$ cat config.mk
export PLATFORM = sky130hd
export DESIGN_NAME = hall_call_registry_flat
export DESIGN_NICKNAME = d
export VERILOG_FILES = /design/src/rtl/hall_call_registry_if.sv /design/src/rtl/hall_call_registry.sv /design/src/flat_wrapper.sv
export SDC_FILE = /design/constraint.sdc
export NUM_CORES = 1
export LEC_CHECK = 0
export CORE_MARGIN = 1.5
export CORE_UTILIZATION = 47
export DETAILED_ROUTE_END_ITERATION = 12
export PLACE_DENSITY_LB_ADDON = 0.15
export SYNTH_ARGS = -nofsm -noshare
export SYNTH_HDL_FRONTEND = slang
export SYNTH_SLANG_ARGS = --single-unit
$ cat constraint.sdc
create_clock -name clk -period 6.1 [get_ports clk]
set_input_delay 1.22 -clock clk [delete_from_list [all_inputs] [get_ports clk]]
set_output_delay 1.22 -clock clk [all_outputs]
set_load 0.03 [all_outputs]
$ cat src/rtl/hall_call_registry_if.sv
// Bundle of car-position, service and button signals between the hall/cabin panels,
// the scheduler and the hall call registry.
interface hall_call_registry_if #(
    parameter int FLOORS  = 8,
    parameter int FLOOR_W = 3
);
    localparam int CNT_W = $clog2(3 * FLOORS + 1);

    logic [FLOOR_W-1:0] cur_floor;
    logic               svc_valid;
    logic               svc_up;
    logic               svc_down;
    logic [FLOORS-1:0]  upcall_in;
    logic [FLOORS-1:0]  downcall_in;
    logic [FLOORS-1:0]  cabin_in;
    logic [FLOORS-1:0]  cabin_cancel;

    logic [FLOORS-1:0]  upcall;
    logic [FLOORS-1:0]  downcall;
    logic [FLOORS-1:0]  cabin;
    logic               req_above;
    logic               req_below;
    logic               req_here;
    logic [CNT_W-1:0]   pending_count;

    // Master drives buttons and car state; the registry answers with requests.
    modport master (
        output cur_floor, svc_valid, svc_up, svc_down,
        output upcall_in, downcall_in, cabin_in, cabin_cancel,
        input  upcall, downcall, cabin,
        input  req_above, req_below, req_here, pending_count
    );

    modport slave (
        input  cur_floor, svc_valid, svc_up, svc_down,
        input  upcall_in, downcall_in, cabin_in, cabin_cancel,
        output upcall, downcall, cabin,
        output req_above, req_below, req_here, pending_count
    );
endinterface

$ cat src/rtl/hall_call_registry.sv
// Latches hall up/down calls and cabin buttons on press edges, clears them when the
// car services a floor, and summarises outstanding requests relative to the car.
module hall_call_registry #(
    parameter int FLOORS  = 8,
    parameter int FLOOR_W = 3
) (
    input  logic                 clk,
    input  logic                 rst,
    hall_call_registry_if.slave  bus
);
    localparam int CNT_W = $clog2(3 * FLOORS + 1);

    // Top floor has no up button, ground floor has no down button.
    localparam logic [FLOORS-1:0] UP_LEGAL = {1'b0, {(FLOORS-1){1'b1}}};
    localparam logic [FLOORS-1:0] DN_LEGAL = {{(FLOORS-1){1'b1}}, 1'b0};

    logic [FLOORS-1:0] r_up;
    logic [FLOORS-1:0] r_dn;
    logic [FLOORS-1:0] r_cab;
    logic [FLOORS-1:0] r_up_prev;
    logic [FLOORS-1:0] r_dn_prev;
    logic [FLOORS-1:0] r_cab_prev;

    logic [FLOORS-1:0] w_floor_hit;
    logic [FLOORS-1:0] w_above_mask;
    logic [FLOORS-1:0] w_below_mask;
    logic              w_in_range;
    logic              w_seen;
    logic [FLOORS-1:0] w_svc_mask;
    logic [FLOORS-1:0] w_set_up;
    logic [FLOORS-1:0] w_set_dn;
    logic [FLOORS-1:0] w_set_cab;
    logic [FLOORS-1:0] w_up_next;
    logic [FLOORS-1:0] w_dn_next;
    logic [FLOORS-1:0] w_cab_next;
    logic [FLOORS-1:0] w_any;
    logic [CNT_W-1:0]  w_count;

    // One-hot decode of cur_floor; an out-of-range floor decodes to all zeros, which
    // disables service and every summary without a separate range compare.
    always_comb begin
        w_floor_hit  = '0;
        w_above_mask = '0;
        w_below_mask = '0;
        w_seen       = 1'b0;
        for (int i = 0; i < FLOORS; i++) begin
            w_floor_hit[i] = (bus.cur_floor == FLOOR_W'(i));
        end
        w_in_range = |w_floor_hit;
        for (int i = 0; i < FLOORS; i++) begin
            w_above_mask[i] = w_seen;
            w_seen          = w_seen | w_floor_hit[i];
            w_below_mask[i] = w_in_range & ~w_seen;
        end
    end

    assign w_svc_mask = bus.svc_valid ? w_floor_hit : '0;

    assign w_set_up  = bus.upcall_in   & ~r_up_prev  & UP_LEGAL;
    assign w_set_dn  = bus.downcall_in & ~r_dn_prev  & DN_LEGAL;
    assign w_set_cab = bus.cabin_in    & ~r_cab_prev;

    // Clears are applied after the set so a same-cycle press loses to service/cancel.
    assign w_up_next  = (r_up  | w_set_up)  & ~(w_svc_mask & {FLOORS{bus.svc_up}});
    assign w_dn_next  = (r_dn  | w_set_dn)  & ~(w_svc_mask & {FLOORS{bus.svc_down}});
    assign w_cab_next = (r_cab | w_set_cab) & ~w_svc_mask & ~bus.cabin_cancel;

    // NOTE: state uses non-blocking assignments so every register samples the
    // pre-edge values of its neighbours, independent of statement order.
    always_ff @(posedge clk) begin
        if (rst) begin
            r_up       <= '0;
            r_dn       <= '0;
            r_cab      <= '0;
            r_up_prev  <= '1;
            r_dn_prev  <= '1;
            r_cab_prev <= '1;
        end else begin
            r_up       <= w_up_next;
            r_dn       <= w_dn_next;
            r_cab      <= w_cab_next;
            r_up_prev  <= bus.upcall_in;
            r_dn_prev  <= bus.downcall_in;
            r_cab_prev <= bus.cabin_in;
        end
    end

    assign w_any = r_up | r_dn | r_cab;

    always_comb begin
        w_count = '0;
        for (int i = 0; i < FLOORS; i++) begin
            w_count = w_count + CNT_W'(r_up[i]) + CNT_W'(r_dn[i]) + CNT_W'(r_cab[i]);
        end
    end

    assign bus.upcall        = r_up;
    assign bus.downcall      = r_dn;
    assign bus.cabin         = r_cab;
    assign bus.req_above     = |(w_any & w_above_mask);
    assign bus.req_below     = |(w_any & w_below_mask);
    assign bus.req_here      = |(w_any & w_floor_hit);
    assign bus.pending_count = w_count;
endmodule

$ cat src/flat_wrapper.sv
// flat-port wrapper written by rule: the top's interface ports become plain ports
module hall_call_registry_flat 
#(
    parameter int FLOORS  = 8,
    parameter int FLOOR_W = 3
)
  (clk, rst, bus_cur_floor, bus_svc_valid, bus_svc_up, bus_svc_down, bus_upcall_in, bus_downcall_in, bus_cabin_in, bus_cabin_cancel, bus_upcall, bus_downcall, bus_cabin, bus_req_above, bus_req_below, bus_req_here, bus_pending_count);
  hall_call_registry_if #(.FLOORS(FLOORS), .FLOOR_W(FLOOR_W)) bus_i ();
  input  logic clk;
  input  logic rst;
  input wire logic [$bits(bus_i.cur_floor)-1:0] bus_cur_floor;
  input wire logic [$bits(bus_i.svc_valid)-1:0] bus_svc_valid;
  input wire logic [$bits(bus_i.svc_up)-1:0] bus_svc_up;
  input wire logic [$bits(bus_i.svc_down)-1:0] bus_svc_down;
  input wire logic [$bits(bus_i.upcall_in)-1:0] bus_upcall_in;
  input wire logic [$bits(bus_i.downcall_in)-1:0] bus_downcall_in;
  input wire logic [$bits(bus_i.cabin_in)-1:0] bus_cabin_in;
  input wire logic [$bits(bus_i.cabin_cancel)-1:0] bus_cabin_cancel;
  output wire logic [$bits(bus_i.upcall)-1:0] bus_upcall;
  output wire logic [$bits(bus_i.downcall)-1:0] bus_downcall;
  output wire logic [$bits(bus_i.cabin)-1:0] bus_cabin;
  output wire logic [$bits(bus_i.req_above)-1:0] bus_req_above;
  output wire logic [$bits(bus_i.req_below)-1:0] bus_req_below;
  output wire logic [$bits(bus_i.req_here)-1:0] bus_req_here;
  output wire logic [$bits(bus_i.pending_count)-1:0] bus_pending_count;
  assign bus_i.cur_floor = bus_cur_floor;
  assign bus_i.svc_valid = bus_svc_valid;
  assign bus_i.svc_up = bus_svc_up;
  assign bus_i.svc_down = bus_svc_down;
  assign bus_i.upcall_in = bus_upcall_in;
  assign bus_i.downcall_in = bus_downcall_in;
  assign bus_i.cabin_in = bus_cabin_in;
  assign bus_i.cabin_cancel = bus_cabin_cancel;
  assign bus_upcall = bus_i.upcall;
  assign bus_downcall = bus_i.downcall;
  assign bus_cabin = bus_i.cabin;
  assign bus_req_above = bus_i.req_above;
  assign bus_req_below = bus_i.req_below;
  assign bus_req_here = bus_i.req_here;
  assign bus_pending_count = bus_i.pending_count;
  hall_call_registry #(.FLOORS(FLOORS), .FLOOR_W(FLOOR_W)) u_core (.clk(clk), .rst(rst), .bus(bus_i));
endmodule
==> impl_metrics.prom <==
# TYPE chip_impl_metric gauge
chip_impl_info{name="crit_slowest_cell",value="fa_1"} 1
chip_impl_metric{name="crit_required",unit="ns"} 4.88
chip_impl_info{name="clock-root-buffer",value="clkbuf_8"} 1
chip_impl_info{name="post_synth_most_frequent_cells",value="51 x inv_1, 46 x dfxtp_1, 22 x or2_2"} 1
chip_impl_metric{name="min_period_over_period",unit=""} 0.9670
chip_impl_metric{name="power_density",unit="mW/mm^2"} 230.3
chip_impl_metric{name="share_of_the_synthesized_area_in_the_top_cell_type",unit=""} 0.3868
chip_impl_metric{name="ys_seq_area_frac",unit=""} 0.3868
chip_impl_metric{name="achievable-frequency",unit="GHz"} 0.1695
chip_impl_info{name="post_synth_main_area_contributors",value="dfxtp_1 39%, fa_1 14%, inv_1 8.0%"} 1
chip_impl_metric{name="coreArea",unit="mm^2"} 0.004786
chip_impl_info{name="synth.largest_area_cell",value="dfxtp_1"} 1
chip_impl_metric{name="p_leak",unit="nW"} 1.454
chip_impl_info{name="setup_repair_after_global_routing_missed_its_margin",value="no"} 1
chip_impl_info{name="setup.worst_path.end_class",value="primary output"} 1
chip_impl_metric{name="grt_pass1_wl",unit="mm"} 8.963
chip_impl_info{name="path_cells",value="inv_1 > ha_1 > inv_1 > fa_1 > fa_1 > fa_1 > fa_1 > fa_1 > inv_1 > fa_2 > fa_2 > a21o_1 > a21o_1 > buf_2"} 1
chip_impl_metric{name="ctsHtreeMaxLevel",unit=""} 2
chip_impl_metric{name="clkSlewWorstSetupHoldPaths",unit="ns"} 0.09
chip_impl_metric{name="place_worst_setup_slack",unit="ns"} -0.04831
chip_impl_metric{name="die_y",unit="um"} 74.18
chip_impl_metric{name="tightestPinTransition",unit="ns"} 0.5764
chip_impl_metric{name="syn_to_final_growth",unit="%"} 36.94
chip_impl_metric{name="detailroute.via_count",unit=""} 2016
chip_impl_info{name="cts_tree",value="built"} 1
chip_impl_metric{name="detail_route.wl_per_cell",unit="um"} 13.77
chip_impl_info{name="critical-path-top-cell-by-count",value="fa_1"} 1
chip_impl_metric{name="fin_util",unit=""} 0.6813
chip_impl_metric{name="num_antenna_cells",unit=""} 0
chip_impl_metric{name="first_global_vias",unit=""} 1914
chip_impl_metric{name="post-layout-total-power",unit="uW"} 751.0
chip_impl_metric{name="number_of_buffers_created_by_cts",unit=""} 5
chip_impl_metric{name="row_count",unit=""} 25
chip_impl_info{name="outcome",value="finished, final reports clean"} 1
chip_impl_metric{name="maximum_number_of_pins_on_one_net_before_global_route_repair",unit=""} 47
chip_impl_metric{name="finalMaxSlewViolations",unit=""} 0
chip_impl_metric{name="relSlewSlack",unit=""} 0.6128
chip_impl_info{name="synthMostInstantiatedCell",value="inv_1"} 1
chip_impl_metric{name="syn-instance-count",unit=""} 254
chip_impl_metric{name="fin_setup_tns",unit="ns"} 0
chip_impl_metric{name="asyncSetResetFlopFracSynth",unit=""} 0
chip_impl_metric{name="clock_latency",unit="ns"} 0.31
chip_impl_metric{name="power.ir.vdd_worst",unit="uV"} 150.0
chip_impl_metric{name="max_stage_delay",unit="ns"} 0.53
chip_impl_metric{name="period_needed",unit="ns"} 5.899
chip_impl_metric{name="global_route.overflow_total",unit=""} 0
chip_impl_metric{name="synth_fp_nets",unit=""} 319
chip_impl_metric{name="post_layout_net_count",unit=""} 395
chip_impl_metric{name="groute.usage.overall",unit=""} 0.2203
chip_impl_metric{name="floorplan.die.width",unit="um"} 74.18
chip_impl_metric{name="final.setup.worst_slack",unit="ns"} 0.2011
chip_impl_metric{name="postSynthRegisterBits",unit=""} 46
chip_impl_info{name="timing.hold.worst.class",value="flop to flop"} 1
chip_impl_metric{name="antenna_found_initial",unit=""} 0
chip_impl_metric{name="maxCapViolations",unit=""} 0
chip_impl_metric{name="synth_enable_flop_cells",unit=""} 0
chip_impl_metric{name="crit_path_max_fanout",unit=""} 2
chip_impl_metric{name="floorplan.initialDensity",unit=""} 0.4975
chip_impl_metric{name="portBuffers",unit=""} 69
chip_impl_info{name="timing_worst_setup_path_type",value="flop to primary output"} 1
chip_impl_metric{name="die-area",unit="mm^2"} 0.005502
chip_impl_metric{name="route.antenna.remaining_nets",unit=""} 0
chip_impl_metric{name="first_iter_violations",unit=""} 101
chip_impl_metric{name="synth_area",unit="mm^2"} 0.002381
chip_impl_metric{name="detail_route.wirelength",unit="mm"} 5.481
chip_impl_metric{name="design.portCount",unit=""} 72
chip_impl_metric{name="worst_ep_arrival_time",unit="ns"} 4.68
chip_impl_metric{name="avgSynthCellArea",unit="um^2"} 9.374
chip_impl_metric{name="detail_route.vias_per_cell",unit=""} 5.065
chip_impl_metric{name="gp_routability_congestion",unit=""} 0.9140
chip_impl_metric{name="yosys.cell_types.count",unit=""} 36
chip_impl_info{name="synth_flop_cell",value="dfxtp_1"} 1
chip_impl_metric{name="synthesis.yosys.warnings",unit=""} 0
chip_impl_metric{name="clock_path_buffers",unit=""} 2
chip_impl_metric{name="hold_slack",unit="ns"} 0.4772
chip_impl_metric{name="clock_sinks",unit=""} 46
chip_impl_metric{name="layout-drive-gt1-share",unit=""} 0.1541
chip_impl_metric{name="total_setup_violations_reported_at_the_end_of_the_flow",unit=""} 0
chip_impl_metric{name="cts_setup_buffers",unit=""} 0
chip_impl_metric{name="firstDrtPassIters",unit=""} 4
chip_impl_metric{name="report.final.hold_viol_count",unit=""} 0
chip_impl_metric{name="post_detailed_placement_half_perimeter_wirelength",unit="mm"} 4.210
chip_impl_metric{name="detail_route.drc_violations",unit=""} 0
chip_impl_metric{name="clock_skew",unit="ns"} 0.004066
chip_impl_info{name="worstSetupStartpointType",value="flop"} 1
==> state kept, by name, summed over array words and instances, names as in the netlist <==
| register | flops |
|---|---|
| u_core.r_cab_prev | 8 |
| u_core.r_dn_prev | 7 |
| u_core.r_up_prev | 7 |
| u_core.bus.cabin | 8 |
| u_core.bus.upcall | 8 |
| u_core.bus.downcall | 8 |
==> metal layers <==
metal  up-vias  share of wire  GRT usage
met5         -              0          0
met4         0          0.020    0.08230
met3        10          0.079    0.07046
met2        68           0.47     0.3472
met1       955           0.43     0.2839
li1        983              -          -
==> through the flow <==
stage | area, um^2 | cells
floorplan | 2381 | 254
global placement | 3184 | 390
detailed placement | 3184 | 390
CTS | 3269 | 398
global route | 3261 | 398
finish | 3261 | 398
==> cell type report <==
class | instances | area [um^2]
fill | 432 | 1525
sequential | 46 | 920.9
tap | 67 | 83.83
inverter | 52 | 195.2
clock inverter | 2 | 13.76
clock buffer | 6 | 72.57
timing repair buffer | 79 | 748.2
multi-input combinational | 146 | 1226
==> cell families after synthesis <==
| family | synth area share |
|---|---|
| multiplexers | 0.004204 |
| XOR/XNOR | 0.007358 |
| AND/OR/NAND/NOR | 0.1713 |
| buffers and inverters | 0.1004 |
| adder cells (fa/ha/maj) | 0.1850 |
| AO/OA/AOI/OAI | 0.1450 |
| flip-flops | 0.3868 |
==> critical path: cells and delay by family (launching register included) <==
kind                       cells  cell delay (ns)
adders and majority gates      8             3.36
AOI/OAI and AO/OA              2             0.34
DFF                            1             0.34
buffers and inverters          4             0.33
==> what timing repair did <==
action	in CTS	in global routing
endpoints found under the setup margin	3	4
hold buffers	0	0
hold endpoints to repair	0	0
pin swaps	0	2
gates resized for setup	5	8
==> final timing paths <==
path,slack [ns],cells after the start,startpoint,end
worst max-delay path,0.20,14,u_core.bus.downcall[0],bus_pending_count[4]
worst min-delay path,0.48,2,u_core.bus.downcall[0],u_core.bus.downcall[0]
worst max register to register,5.19,2,u_core.bus.downcall[6],u_core.bus.downcall[6]
worst min register to register,0.48,2,u_core.bus.downcall[0],u_core.bus.downcall[0]
==> power breakdown <==
| part | internal [mW] | switching (mW) | total, mW |
|---|---|---|---|
| Combinational | 0.107 | 0.133 | 0.240 |
| Clock | 0.0809 | 0.106 | 0.187 |
| Sequential | 0.314 | 0.0102 | 0.324 |
| Total | 0.502 | 0.249 | 0.751 |
==> placed cells by master, fill, tap and decap left out, types with 2 or more instances in the layout <==
master and count:
a21oi_1 21, a211oi_1 14, nor2_1 9, clkbuf_2 2, inv_1 51, clkbuf_8 5
nor3_1 7, ha_1 8, nor4_1 10, nand2_1 5, or2_2 22, clkdlybuf4s50_1 65
a221oi_1 4, buf_4 11, fa_2 2, o211ai_1 2, nand2b_1 6, nor3_4 3
fa_1 15, dfxtp_1 46, a21o_1 3
Note: power is estimated with default switching activity, not from simulation.
